[config.mk]
export PLATFORM = sky130hd
export DESIGN_NAME = gp_serial_rx
export DESIGN_NICKNAME = d
export VERILOG_FILES = /design/src/rtl/gp_serial_rx.sv
export SDC_FILE = /design/constraint.sdc
export NUM_CORES = 1
export LEC_CHECK = 0
export BUFFER_PORTS_ARGS = -buffer_cell sky130_fd_sc_hd__clkbuf_2
export CAP_MARGIN = 40
export CORE_MARGIN = 2
export CORE_UTILIZATION = 35
export CTS_CLUSTER_DIAMETER = 80
export DETAILED_ROUTE_END_ITERATION = 8
export GPL_TIMING_DRIVEN = 0
export SYNTH_ARGS = -nofsm -noshare
export SYNTH_HDL_FRONTEND = slang
export SYNTH_SLANG_ARGS = --single-unit
[constraint.sdc]
create_clock -name clk -period 1.85 [get_ports clk]
set_input_delay 0.0925 -clock clk [delete_from_list [all_inputs] [get_ports clk]]
set_output_delay 0.0925 -clock clk [all_outputs]
set_load 0.005 [all_outputs]
[src/rtl/gp_serial_rx.sv]
// Asynchronous-frame serial receiver: start / WIDTH data bits (LSB first) / optional parity / stop,
// advanced once per external bit strobe; each accepted word is presented with a one-cycle valid pulse.
module gp_serial_rx #(
    parameter int unsigned WIDTH      = 8,
    parameter bit          PARITY_EN  = 1'b1,
    parameter bit          ODD_PARITY = 1'b0
) (
    input  logic             clk,
    input  logic             clr,
    input  logic             sdi,
    input  logic             sample_en,
    output logic [WIDTH-1:0] data,
    output logic             valid,
    output logic             parity_err,
    output logic             frame_err,
    output logic             busy
);

    localparam int unsigned CW = $clog2(WIDTH + 1);

    typedef enum logic [1:0] {
        IDLE   = 2'd0,
        DATA   = 2'd1,
        PARITY = 2'd2,
        STOP   = 2'd3
    } state_t;

    state_t           state, state_d;
    logic             sync1, sdi_s;
    logic [CW-1:0]    cnt, cnt_d;
    logic [WIDTH-1:0] shreg, shreg_d, data_d;
    logic             par, par_d;
    logic             valid_d, perr_d, ferr_d, busy_d;

    // Two-flop synchronizer; idle-high reset value keeps reset from looking like a start bit
    always_ff @(posedge clk or negedge clr) begin
        if (!clr) begin
            sync1 <= 1'b1;
            sdi_s <= 1'b1;
        end else begin
            sync1 <= sdi;
            sdi_s <= sync1;
        end
    end

    // State and output registers
    always_ff @(posedge clk or negedge clr) begin
        if (!clr) begin
            state      <= IDLE;
            cnt        <= '0;
            shreg      <= '0;
            par        <= 1'b0;
            data       <= '0;
            valid      <= 1'b0;
            parity_err <= 1'b0;
            frame_err  <= 1'b0;
            busy       <= 1'b0;
        end else begin
            state      <= state_d;
            cnt        <= cnt_d;
            shreg      <= shreg_d;
            par        <= par_d;
            data       <= data_d;
            valid      <= valid_d;
            parity_err <= perr_d;
            frame_err  <= ferr_d;
            busy       <= busy_d;
        end
    end

    // Next-state and next-output logic; everything holds unless a strobe arrives
    always_comb begin
        state_d = state;
        cnt_d   = cnt;
        shreg_d = shreg;
        par_d   = par;
        data_d  = data;
        valid_d = 1'b0;
        perr_d  = parity_err;
        ferr_d  = 1'b0;

        if (sample_en) begin
            case (state)
                IDLE: begin
                    if (!sdi_s) begin
                        state_d = DATA;
                        cnt_d   = '0;
                        shreg_d = '0;
                        par_d   = 1'b0;
                    end
                end
                DATA: begin
                    // Right shift with new bit at MSB: first bit received ends up in bit 0
                    shreg_d = WIDTH'({sdi_s, shreg} >> 1);
                    par_d   = par ^ sdi_s;
                    cnt_d   = cnt + CW'(1);
                    if (cnt == CW'(WIDTH - 1)) begin
                        if (PARITY_EN) state_d = PARITY;
                        else           state_d = STOP;
                    end
                end
                PARITY: begin
                    par_d   = par ^ sdi_s;
                    state_d = STOP;
                end
                STOP: begin
                    if (sdi_s) begin
                        data_d  = shreg;
                        valid_d = 1'b1;
                        perr_d  = PARITY_EN && (par != ODD_PARITY);
                    end else begin
                        ferr_d  = 1'b1;
                    end
                    state_d = IDLE;
                end
                default: state_d = IDLE;
            endcase
        end

        busy_d = (state_d != IDLE);
    end

endmodule
Word level (Yosys, flattened, before mapping)
Cells that the tools add are included.

storage, ports and cells
  memories kept = 0
  bits in writable memories = 0
  input bits = 4
  logic and storage cells = 42
  output and inout port bits = 12
  bits in latches = 0
  register bits = 29
  memory bits (read-only) = 0

operators by class
  shift operators = 0
  $lt $le $gt $ge = 0
  mux-type cells = 16
  bitwise logic cells = 1
  equal/unequal tests = 5
  multiply operators = 0
  reduce and logical (&&, ||, !) cells = 8
  divide/modulo/power cells = 0
  $add $sub $neg = 1

operators with widths
  operator               count
  $pmux W8 S2            1
  $reduce_and A3 Y1      3
  $mux W8                1
  $pmux W2 S4            1
  $pmux W4 S2            1
  $mux W1                7
  $mux W2                3
  $reduce_bool A2 Y1     3
  $add A4 B1 Y4 const B  1
  $eq A2 B2 Y1 const B   2
  $eq A4 B3 Y1 const B   1
  $mux W4                1
  $eq A2 B1 Y1 const B   1
  $logic_not A2 Y1       1
  $ne A2 B2 Y1 const B   1
  $pmux W1 S2            1
  $reduce_or A2 Y1       1
  $xor A1 B1 Y1          1

Logic depth before layout (Yosys ltp)
  depth after elaboration = 5
  depth in mapped cells = 6
  gate-level depth less buffers = 5

Least setup slack after synthesis
No wires, ideal clock.

  path kind = flip-flop to flip-flop
  start = register state[0]
  end = register cnt[0]
  library setup time = 125 ps
  buffers on the path = 1
  period minus slack after synthesis = 1473 ps
  stages on the path, launching flop included = 7
  slack = 377 ps
  arrival = 1348 ps
  required time = 1725 ps
  path through = dfrtp_1 inv_1 ha_1 a21boi_2 and2_1 buf_6 mux2_2

on the way
  longest elaborated chain between the ends = 3
  elaborated cells between the ends (all ways) = 6
  those cells by class = 2 x eq/ne; 1 x mux; 3 x reduce/logical

RTL lines
  item                                                          line  text
  start: declaration                                            28    state_t state, state_d;
  start signal: assignment                                      59    state <= state_d;
  $eq A2 B1 Y1 or $logic_not A2 Y1 (tied branches)              83    case (state)
  $reduce_bool A2 Y1 (no line) or $ne A2 B2 Y1 (tied branches)  --
  $reduce_and A3 Y1 (no line)                                   --
  end signal: assignment                                        60    cnt <= cnt_d;
  end: declaration                                              30    logic [CW-1:0] cnt, cnt_d;

Parallel ways exist; a longest one is shown, timed or not.
A chain may end at the register's enable or synchronous reset.

Worst setup path in the final report
Ends and elaborated chain as after synthesis.

==> impl_results.md <==
- Post-route minimum period: 1620 ps
- Worst-Margin Slew: 701 ps
- Ys Warns: 0
- Crit. End Element: flip-flop
- Ys flop type: dfrtp_1
- Layout cells sized above 1: 35.7%
- Clock sink count: 29
- Unique masters post-synth: 29
- Reg clk slew, reported paths: 90 ps
- Worst Slack Setup Final: 226 ps
- Final hold slack: 34.3 ps
- Vias: 806
- Syn_nets: 99
- Vias per cell: 5.01
- Worst Clk Skew: 6.19 ps
- Max-slew violation count: 0
- Initial Util: 36.7%
- Largest net degree at the start of global routing: 30
- Worst Path Arrival: 1830 ps
- MaxCap Viol Count: 0
- FP Rows: 21
- Post-place setup slack: 238 ps
- Register area: 728 sq um
- Max incr delay on CP: 440 ps
- Total Neg Setup Slack: 0 ps
- Final number of setup-violating endpoints: 0
- Outcome: complete, no violations
- Pre-Repair DR Iteration Count: 4
- FMAX: 616 MHz
- Hpwl dp: 1350 um
- GRT Total Usage: 11.8%
- Post-DRT Antenna Nets: 0
- Setup bufs post-CTS: 0
- Synth top area cells: dfrtp_1 (55%), mux2_2 (9.2%), a22o_1 (7.2%), ha_1 (5.1%), dfstp_2 (4.3%)
- Slew margin rel.: 53.3%
- Worst skew pair latency: 320 ps
- Clock Tree Root: clkbuf_4
- Crit Path Category: reg2reg
- Cell taking the most area after synthesis: dfrtp_1
- Die ar.: 3990 sq um
- Final Util: 43.8%
- Mean Syn Cell Area: 13.6 sq um
- FF+latch count, synth: 29
- CTS tree: yes
- Pwr Density: 1560 nW/um^2
- Total congestion overflow: 0
- CTS buffer count: 5
- Commonest non-fill, non-tap cells in the layout: dfrtp_1 (27), clkbuf_2 (15), a22o_1 (10), mux2_2 (10)
- Post_cts resized: 0
- Critical Path Fanout Max: 10
- Leak pwr: 0.000720 uW
- Hold buffers post-CTS: 2
- Ys async rst share: 100%
- Die Ht: 63.1 um
- Synth Cell Area: 1220 sq um
- Number of antenna violations at the first check in global routing: 0
- Die Width: 63.1 um
- Commonest non-fill, non-tap cell in the layout: dfrtp_1
- VDD IR max: 0.639 mV
- Filler cells: 321
- Total wire length: 2030 um
- Critical path data required time: 2060 ps
- Period utilization: 87.8%
- RSZ-0062 raised after global routing: no
- Vias in the first global route: 800
- HP Class: in2reg
- Routed len/inst: 12.6 um
- RePlAce Congestion: 0.806
- Post-synth EDFFs: 0
- Port bufs: 15
- Area of the multi-input gates: 453 sq um
- Ports: 16
- CP max stage cell: dfrtp_1
- H-tree levels: 2
- Cell Chain, Critical Path: inv_1 > ha_1 > a21boi_2 > and2_1 > buf_6 > mux2_2
- Sequential area share after synthesis: 59.5%
- Layout area overhead: 19.4%
- Nets@finish: 123
- Core area: 3340 sq um
- Area share of the largest cell type after synthesis: 55.2%
- Post-route DRC: 0
- Initial DRC Count: 21
- Critical Path Source Type: flip-flop
- First-pass GRT wire length: 3610 um
- # diodes: 0
- Final hold vios: 0
- Cells after Synth: 90
- Number of buffers on the longest clock path: 2
worst paths after layout:
kind	from	end	slack [ps]	cells past startpoint
max reg2reg	state[0]	cnt[0]	230	6
max	state[0]	cnt[0]	230	6
min reg2reg	sync1	sdi_s	360	0
min	sample_en	par	30	2
max in group asynchronous	clr	state[0]	1060	2
min in group asynchronous	clr	data[2]	350	2
worst max-delay path, delay by kind of cell (launching register included):
kind | cells | cell delay [ps]
compound gates | 1 | 110
fa+ha+maj | 1 | 290
buf+inv | 2 | 240
flops | 1 | 440
mux | 1 | 260
simple gates | 1 | 170
sequential cells by signal (all words and copies together), names as in the netlist:
register / flops
busy: 1
cnt: 4
data: 8
frame_err: 1
par: 1
parity_err: 1
sdi_s: 1
shreg: 8
state: 2
sync1: 1
valid: 1
power breakdown:
group	switching (uW)	internal, uW	total [uW]	leakage, uW
sequential	155	856	1010	0.000366
combinational	340	399	739	0.000308
clock	208	323	531	0.0000455
total	704	1580	2280	0.000720
area by class of cell:
| class | count | area share (%) |
|---|---|---|
| clock inverters | 1 | 2.05 |
| repair buffers | 17 | 6.51 |
| inverters | 4 | 1.03 |
| well taps | 46 | 3.94 |
| multi-input cells | 54 | 31.0 |
| clock buffers | 7 | 3.77 |
| plain buffers | 3 | 1.88 |
| flip-flops and latches | 29 | 49.8 |
cell usage after synthesis (2+ instances only):
cell / instances
a22o_1: 10
mux2_2: 10
nor2_1: 3
ha_1: 5
buf_6: 2
nand2_1: 4
inv_1: 4
nand2b_1: 2
dfstp_2: 2
dfrtp_1: 27
nand3_1: 2
a211o_1: 2
through the flow:
step                cell area, sq um  cells  power [uW]
floorplan                       1220     90        1530
global placement                1360    151        1730
detailed placement              1360    151        1760
CTS                             1460    161        2310
global route                    1460    161        2440
finish                          1460    161        2280
layer usage:
layer / up-vias / wire, um / global-route usage, %
li1: 380 / - / -
met1: 400 / 934 / 14.4
met2: 21 / 943 / 18.2
met3: 5 / 93 / 3.39
met4: 0 / 55 / 7.50
met5: - / 0 / 0
kinds of logic after synthesis:
kind of cell    Yosys count  synth area share [%]
flops                    29                  59.5
compound gates           20                  13.7
simple gates             19                  9.00
mux                      10                  9.20
buf+inv                   7                  3.48
fa+ha+maj                 5                  5.11
(Power assumes the default switching activity.)
